**src/rtl/watch_pkg.sv**
```systemverilog
// rtl/watch_pkg.sv - shared watch types: alarm state encoding and time field limits
package watch_pkg;

    localparam int TIME_W   = 6;
    localparam int MAX_HOUR = 23;
    localparam int MAX_MIN  = 59;

    typedef enum logic [1:0] {
        ST_IDLE    = 2'b00,
        ST_ARMED   = 2'b01,
        ST_RINGING = 2'b10,
        ST_SNOOZE  = 2'b11
    } alarm_state_e;

endpackage

```
**src/rtl/alarm_ringer_btn_edge.sv**
```systemverilog
// rtl/alarm_ringer_btn_edge.sv - rising-edge detector for a debounced button level
module btn_edge (
    input  logic clk,
    input  logic reset,
    input  logic btn_i,
    output logic rise_o
);

    logic prev_q;

    always_ff @(posedge clk) begin
        if (!reset) begin
            prev_q <= 1'b0;
        end else begin
            prev_q <= btn_i;
        end
    end

    assign rise_o = btn_i & ~prev_q;

endmodule

```
**src/rtl/alarm_ringer.sv**
```systemverilog
// rtl/alarm_ringer.sv - alarm match, 1 s beep ringing, stop, bounded snooze and ring timeout
module alarm_ringer
    import watch_pkg::*;
#(
    parameter int RING_SECS   = 60,
    parameter int SNOOZE_SECS = 300,
    parameter int MAX_SNOOZE  = 3,
    parameter int CNT_W       = 9
) (
    input  logic              clk,
    input  logic              reset,
    input  logic              tick_1hz,
    input  logic [TIME_W-1:0] cur_hour,
    input  logic [TIME_W-1:0] cur_min,
    input  logic [TIME_W-1:0] cur_sec,
    input  logic [TIME_W-1:0] alm_hour,
    input  logic [TIME_W-1:0] alm_min,
    input  logic              alarm_en,
    input  logic              aclear,
    input  logic              snooze,
    output logic              ring,
    output logic              buzz,
    output logic              snoozing,
    output logic [1:0]        snooze_left,
    output logic [1:0]        ST
);

    localparam logic [CNT_W-1:0] RING_LAST = CNT_W'(RING_SECS - 1);
    localparam logic [CNT_W-1:0] SNZ_LAST  = CNT_W'(SNOOZE_SECS - 1);
    localparam logic [CNT_W-1:0] CNT_MAX   = {CNT_W{1'b1}};
    localparam logic [1:0]       SL_INIT   = 2'(MAX_SNOOZE);

    if (RING_SECS < 1 || SNOOZE_SECS < 1 || MAX_SNOOZE < 0 || MAX_SNOOZE > 3 ||
        RING_SECS > (2 ** CNT_W) - 1 || SNOOZE_SECS > (2 ** CNT_W) - 1) begin : g_param_check
        $error("alarm_ringer: CNT_W too narrow or parameter out of range");
    end

    alarm_state_e      state_q;
    logic [CNT_W-1:0]  ring_cnt_q;
    logic [CNT_W-1:0]  snz_cnt_q;
    logic              beep_q;
    logic              tick_d_q;
    logic              aclear_p_q;
    logic              snooze_p_q;
    logic [1:0]        snooze_left_q;
    logic              aclear_rise;
    logic              snooze_rise;
    logic              match;

    btn_edge u_aclear_edge (
        .clk    (clk),
        .reset  (reset),
        .btn_i  (aclear),
        .rise_o (aclear_rise)
    );

    btn_edge u_snooze_edge (
        .clk    (clk),
        .reset  (reset),
        .btn_i  (snooze),
        .rise_o (snooze_rise)
    );

    // cur_* is sampled the cycle after the tick, once the timekeeper has advanced
    assign match = tick_d_q && (cur_hour == alm_hour) && (cur_min == alm_min) &&
                   (cur_sec == '0);

    always_ff @(posedge clk) begin
        if (!reset) begin
            state_q       <= ST_IDLE;
            ring_cnt_q    <= '0;
            snz_cnt_q     <= '0;
            beep_q        <= 1'b0;
            tick_d_q      <= 1'b0;
            aclear_p_q    <= 1'b0;
            snooze_p_q    <= 1'b0;
            snooze_left_q <= SL_INIT;
        end else begin
            tick_d_q   <= tick_1hz;
            aclear_p_q <= aclear_rise;
            snooze_p_q <= snooze_rise;
            if (!alarm_en) begin
                state_q       <= ST_IDLE;
                ring_cnt_q    <= '0;
                snz_cnt_q     <= '0;
                beep_q        <= 1'b0;
                snooze_left_q <= SL_INIT;
            end else begin
                case (state_q)
                    ST_IDLE: state_q <= ST_ARMED;
                    ST_ARMED: begin
                        if (match) begin
                            state_q       <= ST_RINGING;
                            ring_cnt_q    <= '0;
                            beep_q        <= 1'b1;
                            snooze_left_q <= SL_INIT;
                        end
                    end
                    ST_RINGING: begin
                        if (aclear_p_q) begin
                            state_q <= ST_ARMED;
                        end else if (snooze_p_q) begin
                            if (snooze_left_q != 2'd0) begin
                                state_q       <= ST_SNOOZE;
                                snz_cnt_q     <= '0;
                                snooze_left_q <= snooze_left_q - 2'd1;
                            end else begin
                                state_q <= ST_ARMED;
                            end
                        end else if (tick_d_q) begin
                            beep_q <= ~beep_q;
                            if (ring_cnt_q == RING_LAST) begin
                                state_q <= ST_ARMED;
                            end else if (ring_cnt_q != CNT_MAX) begin
                                ring_cnt_q <= ring_cnt_q + 1'b1;
                            end
                        end
                    end
                    ST_SNOOZE: begin
                        // a second snooze while already snoozing is deliberately a no-op
                        if (aclear_p_q) begin
                            state_q <= ST_ARMED;
                        end else if (!snooze_p_q && tick_d_q) begin
                            if (snz_cnt_q == SNZ_LAST) begin
                                state_q    <= ST_RINGING;
                                ring_cnt_q <= '0;
                                beep_q     <= 1'b1;
                            end else if (snz_cnt_q != CNT_MAX) begin
                                snz_cnt_q <= snz_cnt_q + 1'b1;
                            end
                        end
                    end
                    default: state_q <= ST_IDLE;
                endcase
            end
        end
    end

    assign ring        = (state_q == ST_RINGING);
    assign buzz        = ring & beep_q;
    assign snoozing    = (state_q == ST_SNOOZE);
    assign snooze_left = snooze_left_q;
    assign ST          = state_q;

endmodule
```
**config.mk**
```make
export PLATFORM = sky130hd
export DESIGN_NAME = alarm_ringer
export DESIGN_NICKNAME = d
export VERILOG_FILES = /design/src/rtl/watch_pkg.sv /design/src/rtl/alarm_ringer_btn_edge.sv /design/src/rtl/alarm_ringer.sv
export SDC_FILE = /design/constraint.sdc
export NUM_CORES = 1
export LEC_CHECK = 0
export BUFFER_PORTS_ARGS = -buffer_cell sky130_fd_sc_hd__buf_2
export CAP_MARGIN = 10
export CORE_UTILIZATION = 29
export DETAILED_ROUTE_END_ITERATION = 10
export GPL_ROUTABILITY_DRIVEN = 0
export GPL_TIMING_DRIVEN = 0
export PLACE_DENSITY = 0.47
export SLEW_MARGIN = 10
export SYNTH_ARGS = -nofsm -noshare
export SYNTH_HDL_FRONTEND = slang
export SYNTH_HIERARCHICAL = 1
export SYNTH_SLANG_ARGS = --single-unit
```
**constraint.sdc**
```tcl
create_clock -name clk -period 3.4 [get_ports clk]
set_clock_uncertainty 0.2 [all_clocks]
set_input_delay 0 -clock clk [delete_from_list [all_inputs] [get_ports clk]]
set_output_delay 0 -clock clk [all_outputs]
set_load 0.005 [all_outputs]
```
==> load_flow_metrics.sql <==
INSERT INTO impl_metrics (metric_group, metric, value, unit) VALUES
('run_status', 'run_status', 'finished clean', ''),
('yosys', 'syn_area', '1650', 'um^2'),
('timing', 'hold-worst-slack', '0.247', 'ns'),
('yosys', 'dominantRegCellSynth', 'sky130_fd_sc_hd__dfxtp_1', ''),
('routing', 'routedWlPerCell', '12.0', 'um'),
('floorplan', 'floorplan.io_pins', '43', ''),
('yosys', 'yosys_synthesis_warning_count', '6', ''),
('cts', 'clock_insertion_delay_worst_skew', '0.27', 'ns'),
('floorplan', 'start_util', '30.0', '%'),
('critical_path', 'data_arrival_time_of_the_critical_path', '2.56', 'ns'),
('yosys', 'yosysMostFrequentCell', 'sky130_fd_sc_hd__dfxtp_1', ''),
('yosys', 'average_cell_area_after_synthesis', '8.69', 'um^2'),
('cts', 'clock_path_buffers', '2', ''),
('critical_path', 'cp_slowest_stage_delay', '0.34', 'ns'),
('routing', 'first_pass_iters', '4', ''),
('cts', 'number_of_sinks_handled_by_clock_tree_synthesis', '28', ''),
('global_routing', 'grt_antenna_before_repair', '0', ''),
('floorplan', 'placement_rows', '27', ''),
('pwr', 'intPower', '452', 'uW'),
('critical_path', 'crit_path_cell_trace', 'ha_1, and4_1, and3_1, ha_1, a31o_2, a211o_1, a211o_1, a32o_1', ''),
('critical_path', 'worstSetupPathDepth', '8', ''),
('critical_path', 'r2r_slack', '0.81', 'ns'),
('pwr', 'power.share.clock', '30.6', '%'),
('worst_hold_path', 'timing.hold.worst.class', 'in2reg', ''),
('layout', 'antenna_cells', '0', ''),
('cts', 'cts_tree', 'done', ''),
('critical_path', 'critical_path_class', 'reg2reg', ''),
('global_routing', 'globalRoute.totalOverflow', '0', ''),
('timing', 'relSlewSlack', '55.1', '%'),
('yosys', 'yosys_register_bits', '28', ''),
('critical_path', 'worstPathRequired', '3.37', 'ns'),
('yosys', 'synth_cell_type_count', '49', ''),
('timing', 'min_period_over_period', '76.2', '%'),
('layout', 'area_added_between_synthesis_and_finish', '25.5', '%'),
('critical_path', 'buf_inv_on_cp', '0', ''),
('timing', 'setup_viol_count_final', '0', ''),
('pwr', 'swShare', '22.7', '%'),
('critical_path', 'r2r_end', 'ring_cnt_q[5]$_SDFFE_PN0P_', ''),
('worst_hold_path', 'hold_start', 'cur_sec[5]', ''),
('critical_path', 'rr_worst_depth', '8', ''),
('timing', 'final.min_clock_period', '2.59', 'ns'),
('global_routing', 'first_global_vias', '1428', ''),
('global_routing', 'groute.layer.met1.usage', '16.5', '%'),
('timing', 'slew_violations', '0', ''),
('yosys', 'synth_edf_count', '0', ''),
('timing', 'tightest_slew', '0.673', 'ns'),
('floorplan', 'die_area', '6000', 'um^2'),
('pwr', 'power_leakage', '0.000832', 'uW'),
('pwr', 'post-layout-total-power', '585', 'uW'),
('flow_run', 'timing.max_cap.violations', '0', ''),
('pwr', 'net-switching-power', '133', 'uW'),
('worst_hold_path', 'min_to', 'ring_cnt_q[0]$_SDFFE_PN0P_', ''),
('critical_path', 'timing.critical_path.slowest_stage_cell', 'sky130_fd_sc_hd__dfxtp_1', ''),
('global_routing', 'grtUsageMet2', '23.0', '%'),
('yosys', 'yosysTopAreaCellShare', '34.0', '%'),
('critical_path', 'timing.critical_path.from_type', 'register', ''),
('routing', 'dr_total_vias', '1520', ''),
('yosys', 'synth-seq-area-share', '34.0', '%'),
('placement', 'numPlacedInstances', '304', ''),
('global_routing', 'global_routing_s_busiest_layer', 'met2', ''),
('floorplan', 'die_y', '77.4', 'um'),
('timing', 'unrepaired_setup_endpoints_after_global_routing', 'no', ''),
('timing', 'maxClockFrequency', '386', 'MHz'),
('routing', 'detail_route.drc_violations', '0', ''),
('cts', 'ctsRootBufferMaster', 'sky130_fd_sc_hd__clkbuf_8', ''),
('critical_path', 'crit-reg2reg-launch', 'ring_cnt_q[0]$_SDFFE_PN0P_', ''),
('critical_path', 'timing.critical_path.max_delay_family', 'compound AO/OA/AOI/OAI gates', ''),
('yosys', 'synth_top_area_cell', 'sky130_fd_sc_hd__dfxtp_1', ''),
('layout', 'final_cells', '315', ''),
('routing', 'dr.first_iter.drc_count', '56', ''),
('cts', 'htree_levels', '1', '');
-- worst reg2reg max path, cell delays in order, from the launching register on --
cell	delay, ns
sky130_fd_sc_hd__dfxtp_1	0.34
sky130_fd_sc_hd__ha_1	0.26
sky130_fd_sc_hd__and4_1	0.24
sky130_fd_sc_hd__and3_1	0.18
sky130_fd_sc_hd__ha_1	0.18
sky130_fd_sc_hd__a31o_2	0.22
sky130_fd_sc_hd__a211o_1	0.33
sky130_fd_sc_hd__a211o_1	0.28
sky130_fd_sc_hd__a32o_1	0.25
-- logic make-up (layout without fill, tap and decap cells) --
| kind of cell | after synthesis | after routing | synth area share [%] |
|---|---|---|---|
| XOR/XNOR | 19 | 19 | 10.1 |
| flip-flops | 28 | 28 | 34.0 |
| AO/OA/AOI/OAI | 49 | 49 | 21.2 |
| adder cells (fa/ha/maj) | 5 | 5 | 3.79 |
| buffers and inverters | 12 | 65 | 2.96 |
| AND/OR/NAND/NOR | 75 | 75 | 26.8 |
| multiplexers | 2 | 2 | 1.21 |
-- worst max-delay path by stage --
stage                                    start  slack, ns                          to
floorplan           ring_cnt_q[0]$_SDFFE_PN0P_       0.94  ring_cnt_q[5]$_SDFFE_PN0P_
global placement    ring_cnt_q[0]$_SDFFE_PN0P_       0.79  ring_cnt_q[4]$_SDFFE_PN0P_
detailed placement  ring_cnt_q[0]$_SDFFE_PN0P_       0.82  ring_cnt_q[5]$_SDFFE_PN0P_
CTS                 ring_cnt_q[0]$_SDFFE_PN0P_       0.80  ring_cnt_q[5]$_SDFFE_PN0P_
global route        ring_cnt_q[0]$_SDFFE_PN0P_       0.60  ring_cnt_q[4]$_SDFFE_PN0P_
finish              ring_cnt_q[0]$_SDFFE_PN0P_       0.81  ring_cnt_q[5]$_SDFFE_PN0P_
-- area by class of cell --
cell class	count	area, um^2
buffer	6	26.3
clock buffer	3	41.3
fill	582	3430
inverter	6	22.5
multi-input combinational	150	1040
sequential	28	561
tap	72	90.1
timing repair buffer	50	290
-- cells in the final DEF, fill, tap and decap left out, types with 3 or more instances in the layout --
master	count
sky130_fd_sc_hd__o2111ai_1	4
sky130_fd_sc_hd__a21oi_1	12
sky130_fd_sc_hd__dlygate4sd3_1	8
sky130_fd_sc_hd__nand2_1	13
sky130_fd_sc_hd__clkbuf_8	3
sky130_fd_sc_hd__a211oi_1	3
sky130_fd_sc_hd__nor2_1	13
sky130_fd_sc_hd__o21ai_0	6
sky130_fd_sc_hd__nor4_1	3
sky130_fd_sc_hd__and3_1	6
sky130_fd_sc_hd__a221oi_1	4
sky130_fd_sc_hd__nor4bb_1	3
sky130_fd_sc_hd__xor2_1	7
sky130_fd_sc_hd__buf_2	44
sky130_fd_sc_hd__xnor2_1	12
sky130_fd_sc_hd__o21a_1	5
sky130_fd_sc_hd__dfxtp_1	28
sky130_fd_sc_hd__nand4_1	6
sky130_fd_sc_hd__inv_1	4
sky130_fd_sc_hd__nand3_1	4
sky130_fd_sc_hd__ha_1	5
sky130_fd_sc_hd__and2_1	12
-- power by group through the flow --
stage               combinational, uW  clock (uW)  sequential, uW
detailed placement               64.7           0             343
floorplan                        34.4           0             342
finish                           70.8         179             335
global placement                 64.4           0             343
global route                     77.7         209             336
CTS                              71.9         191             335
-- repair_timing --
action	CTS	global route
setup buffers	0	0
endpoints found under the setup margin	0	0
hold buffers	8	0
gates resized for setup	0	0
hold endpoints to repair	6	0
-- state kept, by name, summed over array words and instances, names as in the netlist, 2 cells and up --
| register | count |
|---|---|
| ring_cnt_q | 9 |
| snz_cnt_q | 9 |
| ST | 2 |
| snooze_left | 2 |
-- routing by layer --
metal / share of wire [%] / wire [um] / up-vias
met2: 49 / 1840 / 15
met1: 49 / 1840 / 691
met5: 0 / 0 / -
met4: 0.63 / 24 / 0
met3: 2.0 / 76 / 2
li1: - / - / 812
-- per-stage QoR --
step	worst slack [ns]	util, %	area [um^2]
floorplan	0.935	-	1650
global placement	0.791	35.4	1950
detailed placement	0.818	35.4	1950
CTS	0.801	37.6	2070
global route	0.602	37.6	2070
finish	0.809	37.6	2070
(Power assumes the default switching activity.)
